**src/rtl/vnu_serial.sv**
```systemverilog
// Serial variable-node update unit for the LDPC decoder.
// Takes one channel LLR followed by DEG check-to-variable messages (sign-magnitude),
// then emits DEG extrinsic messages sat(total - msg[k]) and a hard decision.
// Optional build macro VNU_SAT_STATS_EN adds a sticky saturation counter port sat_count.
module vnu_serial #(
  parameter int WIDTH = 6,
  parameter int DEG   = 3
) (
  input  logic             clk,
  input  logic             rst_n,
  input  logic             in_valid,
  output logic             in_ready,
  input  logic             in_sign,
  input  logic [WIDTH-1:0] in_mag,
  output logic             out_valid,
  input  logic             out_ready,
  output logic             out_sign,
  output logic [WIDTH-1:0] out_mag,
  output logic             out_last,
  output logic             hard_valid,
  output logic             hard_dec
`ifdef VNU_SAT_STATS_EN
  ,
  output logic [15:0]      sat_count
`endif
);

  // Accumulator wide enough for DEG+1 full-scale terms plus sign: never overflows.
  localparam int SUM_W = WIDTH + 2 + $clog2(DEG + 1);
  localparam int IDX_W = $clog2(DEG);
  localparam logic [IDX_W-1:0] IDX_LAST = IDX_W'(DEG - 1);
  localparam logic [SUM_W-1:0] MAG_MAX  = SUM_W'((1 << WIDTH) - 1);

  typedef enum logic [1:0] {IDLE, COLLECT, SUM, EMIT} state_t;

  state_t           state_q, state_d;
  logic [IDX_W-1:0] idx_q;
  logic [SUM_W-1:0] total_q;
  logic [SUM_W-1:0] msg_q [DEG];
  logic             out_valid_q, out_sign_q, out_last_q;
  logic [WIDTH-1:0] out_mag_q;
  logic             hard_valid_q, hard_dec_q;

  logic             in_fire, out_fire;
  logic [SUM_W-1:0] in_tc;
  logic [IDX_W-1:0] idx_inc, sel;
  logic [SUM_W-1:0] diff, diff_abs;
  logic             res_sign, res_sat;
  logic [WIDTH-1:0] res_mag;

  assign in_fire  = in_valid && in_ready;
  assign out_fire = out_valid_q && out_ready;

  // Sign-magnitude to two's complement; negative zero negates to zero on its own.
  always_comb begin
    in_tc = {{(SUM_W-WIDTH){1'b0}}, in_mag};
    if (in_sign) in_tc = ~in_tc + 1'b1;
  end

  // Extrinsic result for the message about to be loaded into the output register.
  always_comb begin
    idx_inc  = idx_q + 1'b1;
    sel      = (state_q == SUM || idx_q == IDX_LAST) ? '0 : idx_inc;
    diff     = total_q - msg_q[sel];
    res_sign = diff[SUM_W-1];
    diff_abs = res_sign ? (~diff + 1'b1) : diff;
    res_sat  = diff_abs > MAG_MAX;
    res_mag  = res_sat ? '1 : diff_abs[WIDTH-1:0];
  end

  // State register.
  always_ff @(posedge clk or negedge rst_n) begin
    if (!rst_n) state_q <= IDLE;
    else        state_q <= state_d;
  end

  // Next-state logic and input-side ready.
  always_comb begin
    state_d  = state_q;
    in_ready = 1'b0;
    case (state_q)
      IDLE: begin
        in_ready = 1'b1;
        if (in_valid) state_d = COLLECT;
      end
      COLLECT: begin
        in_ready = 1'b1;
        if (in_valid && idx_q == IDX_LAST) state_d = SUM;
      end
      SUM:     state_d = EMIT;
      EMIT:    if (out_fire && out_last_q) state_d = IDLE;
      default: state_d = IDLE;
    endcase
  end

  // Message store: each check message lands in the slot named by idx_q.
  always_ff @(posedge clk or negedge rst_n) begin
    if (!rst_n) begin
      for (int i = 0; i < DEG; i++) msg_q[i] <= '0;
    end else if (state_q == COLLECT && in_fire) begin
      for (int i = 0; i < DEG; i++)
        if (idx_q == IDX_W'(i)) msg_q[i] <= in_tc;
    end
  end

  // Accumulator, index and registered output stage.
  always_ff @(posedge clk or negedge rst_n) begin
    if (!rst_n) begin
      idx_q        <= '0;
      total_q      <= '0;
      out_valid_q  <= 1'b0;
      out_sign_q   <= 1'b0;
      out_mag_q    <= '0;
      out_last_q   <= 1'b0;
      hard_valid_q <= 1'b0;
      hard_dec_q   <= 1'b0;
    end else begin
      hard_valid_q <= 1'b0;
      case (state_q)
        IDLE: if (in_fire) begin
          total_q <= in_tc;
          idx_q   <= '0;
        end
        COLLECT: if (in_fire) begin
          total_q <= total_q + in_tc;
          idx_q   <= (idx_q == IDX_LAST) ? '0 : idx_inc;
        end
        SUM: begin
          out_valid_q  <= 1'b1;
          out_sign_q   <= res_sign;
          out_mag_q    <= res_mag;
          out_last_q   <= 1'b0;
          hard_dec_q   <= total_q[SUM_W-1];
          hard_valid_q <= 1'b1;
          idx_q        <= '0;
        end
        EMIT: if (out_fire) begin
          if (out_last_q) begin
            out_valid_q <= 1'b0;
            out_last_q  <= 1'b0;
            idx_q       <= '0;
          end else begin
            idx_q      <= idx_inc;
            out_sign_q <= res_sign;
            out_mag_q  <= res_mag;
            out_last_q <= (idx_inc == IDX_LAST);
          end
        end
        default: ;
      endcase
    end
  end

  assign out_valid  = out_valid_q;
  assign out_sign   = out_sign_q;
  assign out_mag    = out_mag_q;
  assign out_last   = out_last_q;
  assign hard_valid = hard_valid_q;
  assign hard_dec   = hard_dec_q;

`ifdef VNU_SAT_STATS_EN
  logic        out_sat_q;
  logic [15:0] sat_count_q;

  // Remember whether the held output clipped; count it when it is handed off.
  always_ff @(posedge clk or negedge rst_n) begin
    if (!rst_n) begin
      out_sat_q   <= 1'b0;
      sat_count_q <= '0;
    end else begin
      if (state_q == SUM || (state_q == EMIT && out_fire && !out_last_q))
        out_sat_q <= res_sat;
      if (out_fire && out_sat_q && sat_count_q != 16'hFFFF)
        sat_count_q <= sat_count_q + 1'b1;
    end
  end

  assign sat_count = sat_count_q;
`endif

endmodule

```
**config.mk**
```make
export PLATFORM = sky130hd
export DESIGN_NAME = vnu_serial
export DESIGN_NICKNAME = d
export VERILOG_FILES = /design/src/rtl/vnu_serial.sv
export SDC_FILE = /design/constraint.sdc
export NUM_CORES = 1
export LEC_CHECK = 0
export CAP_MARGIN = 20
export CORE_MARGIN = 2
export CORE_UTILIZATION = 45
export DETAILED_ROUTE_END_ITERATION = 6
export MAX_ROUTING_LAYER = met4
export SLEW_MARGIN = 30
export SYNTH_ARGS = -nofsm -noshare
export SYNTH_HDL_FRONTEND = slang
export SYNTH_SLANG_ARGS = --single-unit
```
**constraint.sdc**
```tcl
create_clock -name clk -period 10.9 [get_ports clk]
set_input_delay 1.09 -clock clk [delete_from_list [all_inputs] [get_ports clk]]
set_output_delay 1.09 -clock clk [all_outputs]
set_load 0.1 [all_outputs]
```
; ---- Yosys cells after proc, flatten, opt, wreduce, memory -nomap -nowiden
; Index checks and enable logic that the tools add are counted.
[totals]
wordCells = 90
regBits = 55
out_inout_bits = 12
[op_classes]
magnitude_cmp = 2
bitwise_logic = 3
muxes = 34
n_addsub = 5
reduce_logical = 20
eq_ne = 14
[ops]
columns = operator, count
row1 = 2-to-1 mux 10 bit, 6
row2 = "adder 10 x 1 -> 10 bit, second input constant", 2
row3 = binary-select mux 10 bit (select 2 bit), 1
row4 = case mux 10 bit (2 select lines), 1
row5 = 2-to-1 mux 2 bit, 9
row6 = 2-to-1 mux 6 bit, 3
row7 = "!= test 2 bit, second input constant", 8
row8 = case mux 2 bit (4 select lines), 2
row9 = AND reduction 3 bit, 5
row10 = case mux 6 bit (2 select lines), 1
row11 = adder 10 bit, 1
row12 = "greater-than comparator 10 x 6 -> 1 bit, second input constant", 1
row13 = NOT 10 bit, 1
row14 = NOT 6 -> 10 bit, 1
row15 = subtractor 10 bit, 1
row16 = "equality test 2 bit, second input constant", 4
row17 = 2-to-1 mux 1 bit, 8
row18 = AND reduction 2 bit, 4
row19 = case mux 1 bit (2 select lines), 3
row20 = logical AND 1 bit, 5
row21 = "equality test 2 x 1 -> 1 bit, second input constant", 2
row22 = logical NOT 2 bit, 2
row23 = nonzero test 2 bit, 2
row24 = "greater-or-equal comparator 3 bit, second input constant", 1
row25 = 4 further kinds, 4

; ---- Logic depth before layout (Yosys ltp)
; Gate-level depths: netlist of run 1.
[logic_depth]
ltp_word = 16
depth_mapped = 18
depth_no_buf = 15

; ---- Least setup slack after synthesis of run 1
; OpenSTA, ideal clock, no wires.
[synth_timing]
path_kind = register -> register
start = reg idx_q[0]
end = reg out_mag_q[0] (netlist: out_mag[0])
setup_time_ns = 0.121
t_arrival_ns = 4.278
path_slack_ns = 6.501
n_path_buf = 3
path_stages_with_launch = 17
cell_sequence = dfrtp_1 > clkbuf_1 > inv_1 > ha_1 > nor3b_1 > buf_4 > clkbuf_1 > o21ai_0 > ha_1 > fa_1 > nand2b_1 > a2111o_1 > a31oi_1 > xnor2_1 > or4_4 > a22o_4 > o22a_1
[synth_via]
elab_chain_len = 16
elab_cells_between_ends = 17
[synth_lines]
columns = item, line_no
row1 = from (decl), 37  ; logic [IDX_W-1:0] idx_q;
row2 = from (signal assigned), 126  ; idx_q <= (idx_q == IDX_LAST) ? '0 : idx_inc;
row3 = from (signal assigned), 143  ; idx_q <= idx_inc;
row4 = branches (longest 2 deep; another with adder 2 x 1 -> 2 bit), n/a
row5 = 2-to-1 mux 2 bit *, 63  ; sel = (state_q == SUM || idx_q == IDX_LAST) ? '0 : idx_inc;
row6 = NOT 2 -> 3 bit (implied by the code) *, 64  ; diff = total_q - msg_q[sel];
row7 = binary-select mux 10 bit (select 2 bit) *, 64
row8 = 2-to-1 mux 10 bit (implied by the code) * (2 in series), 64
row9 = subtractor 10 bit *, 64
row10 = NOT 10 bit, 66  ; diff_abs = res_sign ? (~diff + 1'b1) : diff;
row11 = adder 10 x 1 -> 10 bit, 66
row12 = 2-to-1 mux 10 bit *, 66
row13 = greater-than comparator 10 x 6 -> 1 bit, 67  ; res_sat = diff_abs > MAG_MAX;
row14 = 2-to-1 mux 6 bit *, 68  ; res_mag = res_sat ? '1 : diff_abs[WIDTH-1:0];
row15 = 2-to-1 mux 6 bit, 138  ; if (out_last_q) begin
row16 = 2-to-1 mux 6 bit, 137  ; EMIT: if (out_fire) begin
row17 = case mux 6 bit (2 select lines) *, 119  ; case (state_q)
row18 = to (signal assigned), 131  ; out_mag_q <= res_mag;
row19 = to (signal assigned), 145  ; out_mag_q <= res_mag;
row20 = to (decl), 41  ; logic [WIDTH-1:0] out_mag_q;
; Mark *: on every way between the ends. The select of a mux whose other input is x is not followed.
; A chain may end at the register's enable or synchronous reset.

; ---- Final worst setup path of run 1
[layout_timing]
start = reg idx_q[0]
end = reg out_mag_q[4] (netlist: out_mag[4])
; The elaborated chain is that of the path after synthesis.

==> metrics.md, run 1 <==
| Metric | Value |
|---|---|
| Status | finished, final reports clean |
| Mapped Area | approximately 0.0037 mm² |
| Number of synthesized flops with an enable pin | 0 |
| Setup Buffers After CTS | 0 |
| Non-filler cells, final | approximately 530 |
| RSZ-0062 raised after global routing | no |
| Die width | ~94 µm |
| CTS tree | done |
| Ranking of synthesized cells by area | dfrtp_1 (37%), ha_1 (9.9%), o21ai_0 (6.8%) |
| Worst Setup Start Kind | flip-flop |
| Vias in the first global route | about 2700 |
| GR peak layer | met2 |
| Drc violations | 0 |
| Yosys reg bits | 55 |
| DRT antenna net count | 0 |
| Crit Path Class | flip-flop to flip-flop |
| Vias | 2909 |
| Post-synth top area share | 0.375 |
| GPL Wtd Cong | between 0.8 and 0.9 |
| Final Cell Area | a little over 0.004 mm² |
| Relative slew slack | 0.346 |
| Die area | a little under 0.009 mm² |
| WL/cell | between 10 and 15 µm |
| Clock transition at path regs | approximately 0.10 ns |
| Clock Skew | between 0.01 and 0.015 ns |
| Worst-Skew Late Latency | 0.31 ns |
| Placed Cells incl. Taps | about 530 |
| Worst EP required | around 11 ns |
| Max-cap violation count | 0 |
| GRT met2 Usage | 0.303 |
| Core Rows | 32 |
| Least-Margin Pin Slew | ~1 ns |
| Most frequent cell after synthesis | nand2_1 |
| Post-Route Setup TNS | 0 ns |
| First-pass DRT Iterations | 4 |
| Total Nets Final | around 470 |
| Met1 Track Usage GR | 0.280 |
| Critical Path AT | 5.20 ns |
| DP Wirelength | just under 6000 µm |
| IO Count | 23 |
| Seq/Total Area, Yosys | 0.375 |
| Initial antenna violation count | 0 |
| Total GRT Usage | 0.196 |
| Post-synth ARST share | 1.00 |
| Wire length of the first global-routing pass | around 13000 µm |
| Share of cells above drive strength 1 | 0.0556 |
| Post_cts resized | 0 |
| Total CTS buffers | 5 |
| Final period util | 0.459 |
| GRT overflow | 0 |
| ANT cells | 0 |
| Predominant post-synthesis flop cell | dfrtp_1 |
| Clock Sink Count | 55 |
| Min Hold Slack | slightly below 0.5 ns |
| Gate Count Post-Synth | 419 |
| Iter 0 DRT Violations | 89 |
| Leading cell types by count after synthesis | nand2_1 (58), dfrtp_1 (55), o21ai_0 (50) |
| Placed Area | 0.00396 mm² |
| Warnings, synthesis | 0 |
| Crit path time final | 5.01 ns |
| Final hold vios | 0 |
| Die height | 94.3 µm |
| Drt via density | about 5.4 |
| Synth area leader | dfrtp_1 |
| Endpoints failing setup | 0 |
| Post-Route WL | just under 8000 µm |
| Avg Inst Size Synth | 8.76 µm² |
| Fmax achieved | between 150 and 200 MHz |
| # hold bufs at CTS | 0 |
| Area Overhead vs Synth | 10.3% |
| Port Buf Inserts | 22 |
| Initial Util | 0.470 |
| Final Max Slew Viols | 0 |
| CP max FO | 20 |
| Fillers | around 750 |
| H-tree level count | 2 |
| Pin count of the biggest net entering global routing | 56 |
| Net Count, Synth | ~460 |
| HP Class | flip-flop to flip-flop |
| Met3 usage | 0.0247 |
| Clock buffer depth | 2 |
| CP endpoint kind | flip-flop |
| Post-synthesis cell type count | 54 |
| CTS root buffer | clkbuf_8 |
| Core area | approximately 0.008 mm² |
[routing by layer]
metal  part of all wire  wire (µm)  up-vias
li1                   -          -     1486
met2               0.45       3520       30
met5                  0          0        -
met4             0.0072         56        0
met3              0.023        181        8
met1               0.52       4070     1385
[state kept, by name (all words and copies together) (netlist names)]
register / cells
total_q: 10
msg_q: 30
state_q: 2
out_mag: 6
out_valid: 1
out_last: 1
hard_valid: 1
hard_dec: 1
out_sign: 1
idx_q: 2
[kinds of logic (layout without fill, tap and decap cells)]
family	Yosys count	count (layout)	share of synthesized area
AO/OA/AOI/OAI	122	122	0.211
XOR/XNOR	21	21	0.0521
adder cells (fa/ha/maj)	31	31	0.110
buffers and inverters	47	60	0.0518
flip-flops	55	55	0.375
multiplexers	17	17	0.0470
AND/OR/NAND/NOR	126	126	0.154
[path summary, 6_finish.rpt]
kind	start	to	slack (ns)	cells after the start
min	msg_q[5]	msg_q[5]	0.49	2
max	idx_q[0]	out_mag[4]	5.89	14
max in group asynchronous	rst_n	out_mag[1]	9.50	2
min reg2reg	msg_q[5]	msg_q[5]	0.49	2
min in group asynchronous	rst_n	total_q[2]	0.92	2
max reg2reg	idx_q[0]	out_mag[4]	5.89	14
[metrics by stage]
stage               utilization  setup slack [ns]
global placement          0.506              5.75
finish                    0.519              5.89
floorplan                     -              6.50
detailed placement        0.508              5.91
global route              0.519              5.57
CTS                       0.518              5.86
[worst max-delay path, stage by stage (launching register included)]
cell      delay (ns)
dfrtp_1         0.71
inv_1           0.18
ha_1            0.33
nor3b_4         0.69
o21ai_0         0.33
ha_1            0.28
fa_1            0.40
nand2b_1        0.21
a21o_1          0.18
a311oi_1        0.45
nand2_1         0.17
o41ai_1         0.31
nand3b_1        0.14
a22o_4          0.32
o22a_1          0.18
[placed cells by master, fill, tap and decap left out, types with 6 or more instances in the layout]
master and count:
dfrtp_1 55, mux2i_1 15, o22a_1 7, ha_1 28, xor2_1 6, inv_1 28
o21ai_0 50, a31oi_1 8, nor2_1 33, a21oi_1 22, nand2_1 58, nand3_1 8
xnor2_1 14, clkdlybuf4s50_1 21
[layout make-up]
class	instances	area, µm²	area share
inverters	28	105	0.0260
clock buffers	6	72.6	0.0179
flip-flops and latches	55	1380	0.340
clock inverters	2	12.5	0.00309
well taps	102	128	0.0315
repair buffers	24	230	0.0568
multi-input cells	317	2130	0.525
Power of run 1 is not shown: default switching activity piles up to over one toggle a cycle in this logic, so the estimate is an artifact.
==> run 2: changes to the inputs <==
- PLACE_DENSITY: not set -> 0.66
- clock period: 10.9 -> 4.4 ns (I/O delays scaled with it)
==> run 2 against run 1 <==
Net effect:
- count of clock-buffer cells in the layout increased by 1
- setup slack lost 5.5 ns
- sequential cell count did not move
- first-iteration DRC count grew 37%
- register-to-register slack got worse by 5.5 ns
- final area increased by 1.9%
- critical path depth stayed put
- final cell count increased by 2.1%
- critical path type is now input pin to flip-flop
- critical endpoint is now total_q[9]
- highest routed layer unchanged
==> metrics.md, run 2 (synthesis gave the netlist of run 1 again) <==
| Metric | Value |
|---|---|
| Status | finished, final reports clean |
| CP endpoint kind | flip-flop |
| WL/cell | between 10 and 15 µm |
| Clock transition at path regs | about 0.09 ns |
| Post-Route Setup TNS | 0 ns |
| Crit path time final | a little over 4 ns |
| Max FFs per register | 30 |
| Wire length of the first global-routing pass | approximately 13000 µm |
| Core Rows | 32 |
| Total GRT Usage | 0.196 |
| Biggest register | msg_q |
| R2R cell count | 14 |
| Worst path max stage delay | 0.70 ns |
| Fillers | about 740 |
| Least-Margin Pin Slew | between 0.9 and 1 ns |
| Drt via density | approximately 5.4 |
| Placed Cells incl. Taps | 537 |
| Worst-Skew Late Latency | 0.31 ns |
| Pin count of the biggest net entering global routing | 56 |
| Vias | 2964 |
| Max-cap violation count | 0 |
| Clock Skew | between 0.01 and 0.015 ns |
| CP max FO | 5 |
| ANT cells | 0 |
| IO Count | 23 |
| Crit-path cells | clkdlybuf4s50_1 -> inv_1 -> ha_1 -> mux2i_1 -> inv_1 -> ha_1 -> a21o_1 -> a21oi_1 -> o21bai_1 -> a2111oi_0 -> o31ai_1 -> mux2i_1 -> a21oi_1 -> o22a_1 |
| DP Wirelength | approximately 6000 µm |
| Die height | ~94 µm |
| Post-Route WL | 7760 µm |
| CTS root buffer | clkbuf_8 |
| HP Class | input pin to asynchronous set/reset pin |
| # hold bufs at CTS | 0 |
| Critical Path AT | roughly 4.2 ns |
| Final Max Slew Viols | 0 |
| Core area | 0.00781 mm² |
| Setup Buffers After CTS | 0 |
| Area Overhead vs Synth | 12.4% |
| Max stage delay cell, worst path | a2111oi_0 |
| First-pass DRT Iterations | 5 |
| Total Nets Final | 484 |
| Iter 0 DRT Violations | between 100 and 150 |
| Post_cts resized | 0 |
| H-tree level count | 2 |
| Drc violations | 0 |
| Total CTS buffers | 5 |
| RSZ-0062 raised after global routing | no |
| Worst Setup Start Kind | input pin |
| Die width | around 94 µm |
| Non-filler cells, final | between 500 and 600 |
| GRT overflow | 0 |
| Fmax achieved | 247 MHz |
| Endpoints failing setup | 0 |
| Worst EP required | 4.60 ns |
| Clock buffer depth | 2 |
| Port Buf Inserts | 22 |
| Final period util | 0.919 |
| Commonest cells after routing, fill and taps aside | nand2_1 (58), dfrtp_1 (55), o21ai_0 (50) |
| Share of cells above drive strength 1 | 0.0767 |
| DRT antenna net count | 0 |
| Crit Path Class | input pin to flip-flop |
| Clock Sink Count | between 50 and 60 |
| Die area | 0.00890 mm² |
| Final hold vios | 0 |
| GPL Wtd Cong | ~0.86 |
| Most common cell after layout, fill and taps aside | nand2_1 |
| CTS tree | done |
| Initial Util | 0.470 |
| Vias in the first global route | between 2000 and 3000 |
| Fin util | 0.529 |
| Initial antenna violation count | 0 |
| Relative slew slack | 0.354 |
-- run 2: worst paths after layout --
kind                                  from    endpoint  slack (ns)
worst min register to register   msg_q[27]   msg_q[27]        0.49
worst max register to register  state_q[0]  out_mag[1]        0.36
worst min-delay path                 rst_n  total_q[2]        0.25
max in group asynchronous            rst_n    msg_q[6]        3.67
min in group clk                 msg_q[27]   msg_q[27]        0.49
worst max-delay path             in_mag[0]  total_q[9]        0.36
-- run 2: per-stage QoR --
step                      cell area, µm²  worst slack [ns]  hold slack, ns
after floorplan                     3670          0.000726           0.144
after global placement              4030             0.151           0.463
after detailed placement            4030            0.0875           0.470
after CTS                           4130             0.335           0.285
after global routing                4130            0.0226           0.315
final                               4130             0.356           0.251
-- run 2: final cells by class --
class	count	area (µm²)	share of cell area
tap	102	128	0.0309
clock buffer	7	86.3	0.0209
multi-input combinational	317	2110	0.511
sequential	55	1380	0.333
inverter	28	105	0.0255
clock inverter	1	8.76	0.00212
timing repair buffer	35	313	0.0758
-- run 2: worst max-delay path: cells and delay by family --
family / cells / cell delay (ns)
multiplexers: 2 / 0.59
adder cells (fa/ha/maj): 2 / 0.60
buffers and inverters: 3 / 0.87
AO/OA/AOI/OAI: 7 / 1.73
-- run 2: metal layers --
metal | global-route usage | routed length, µm
met5 | - | 0
met1 | 0.248 | 3710
met4 | 0.0435 | 64
met2 | 0.336 | 3760
met3 | 0.0287 | 217
Power of run 2 is left out for the same reason.
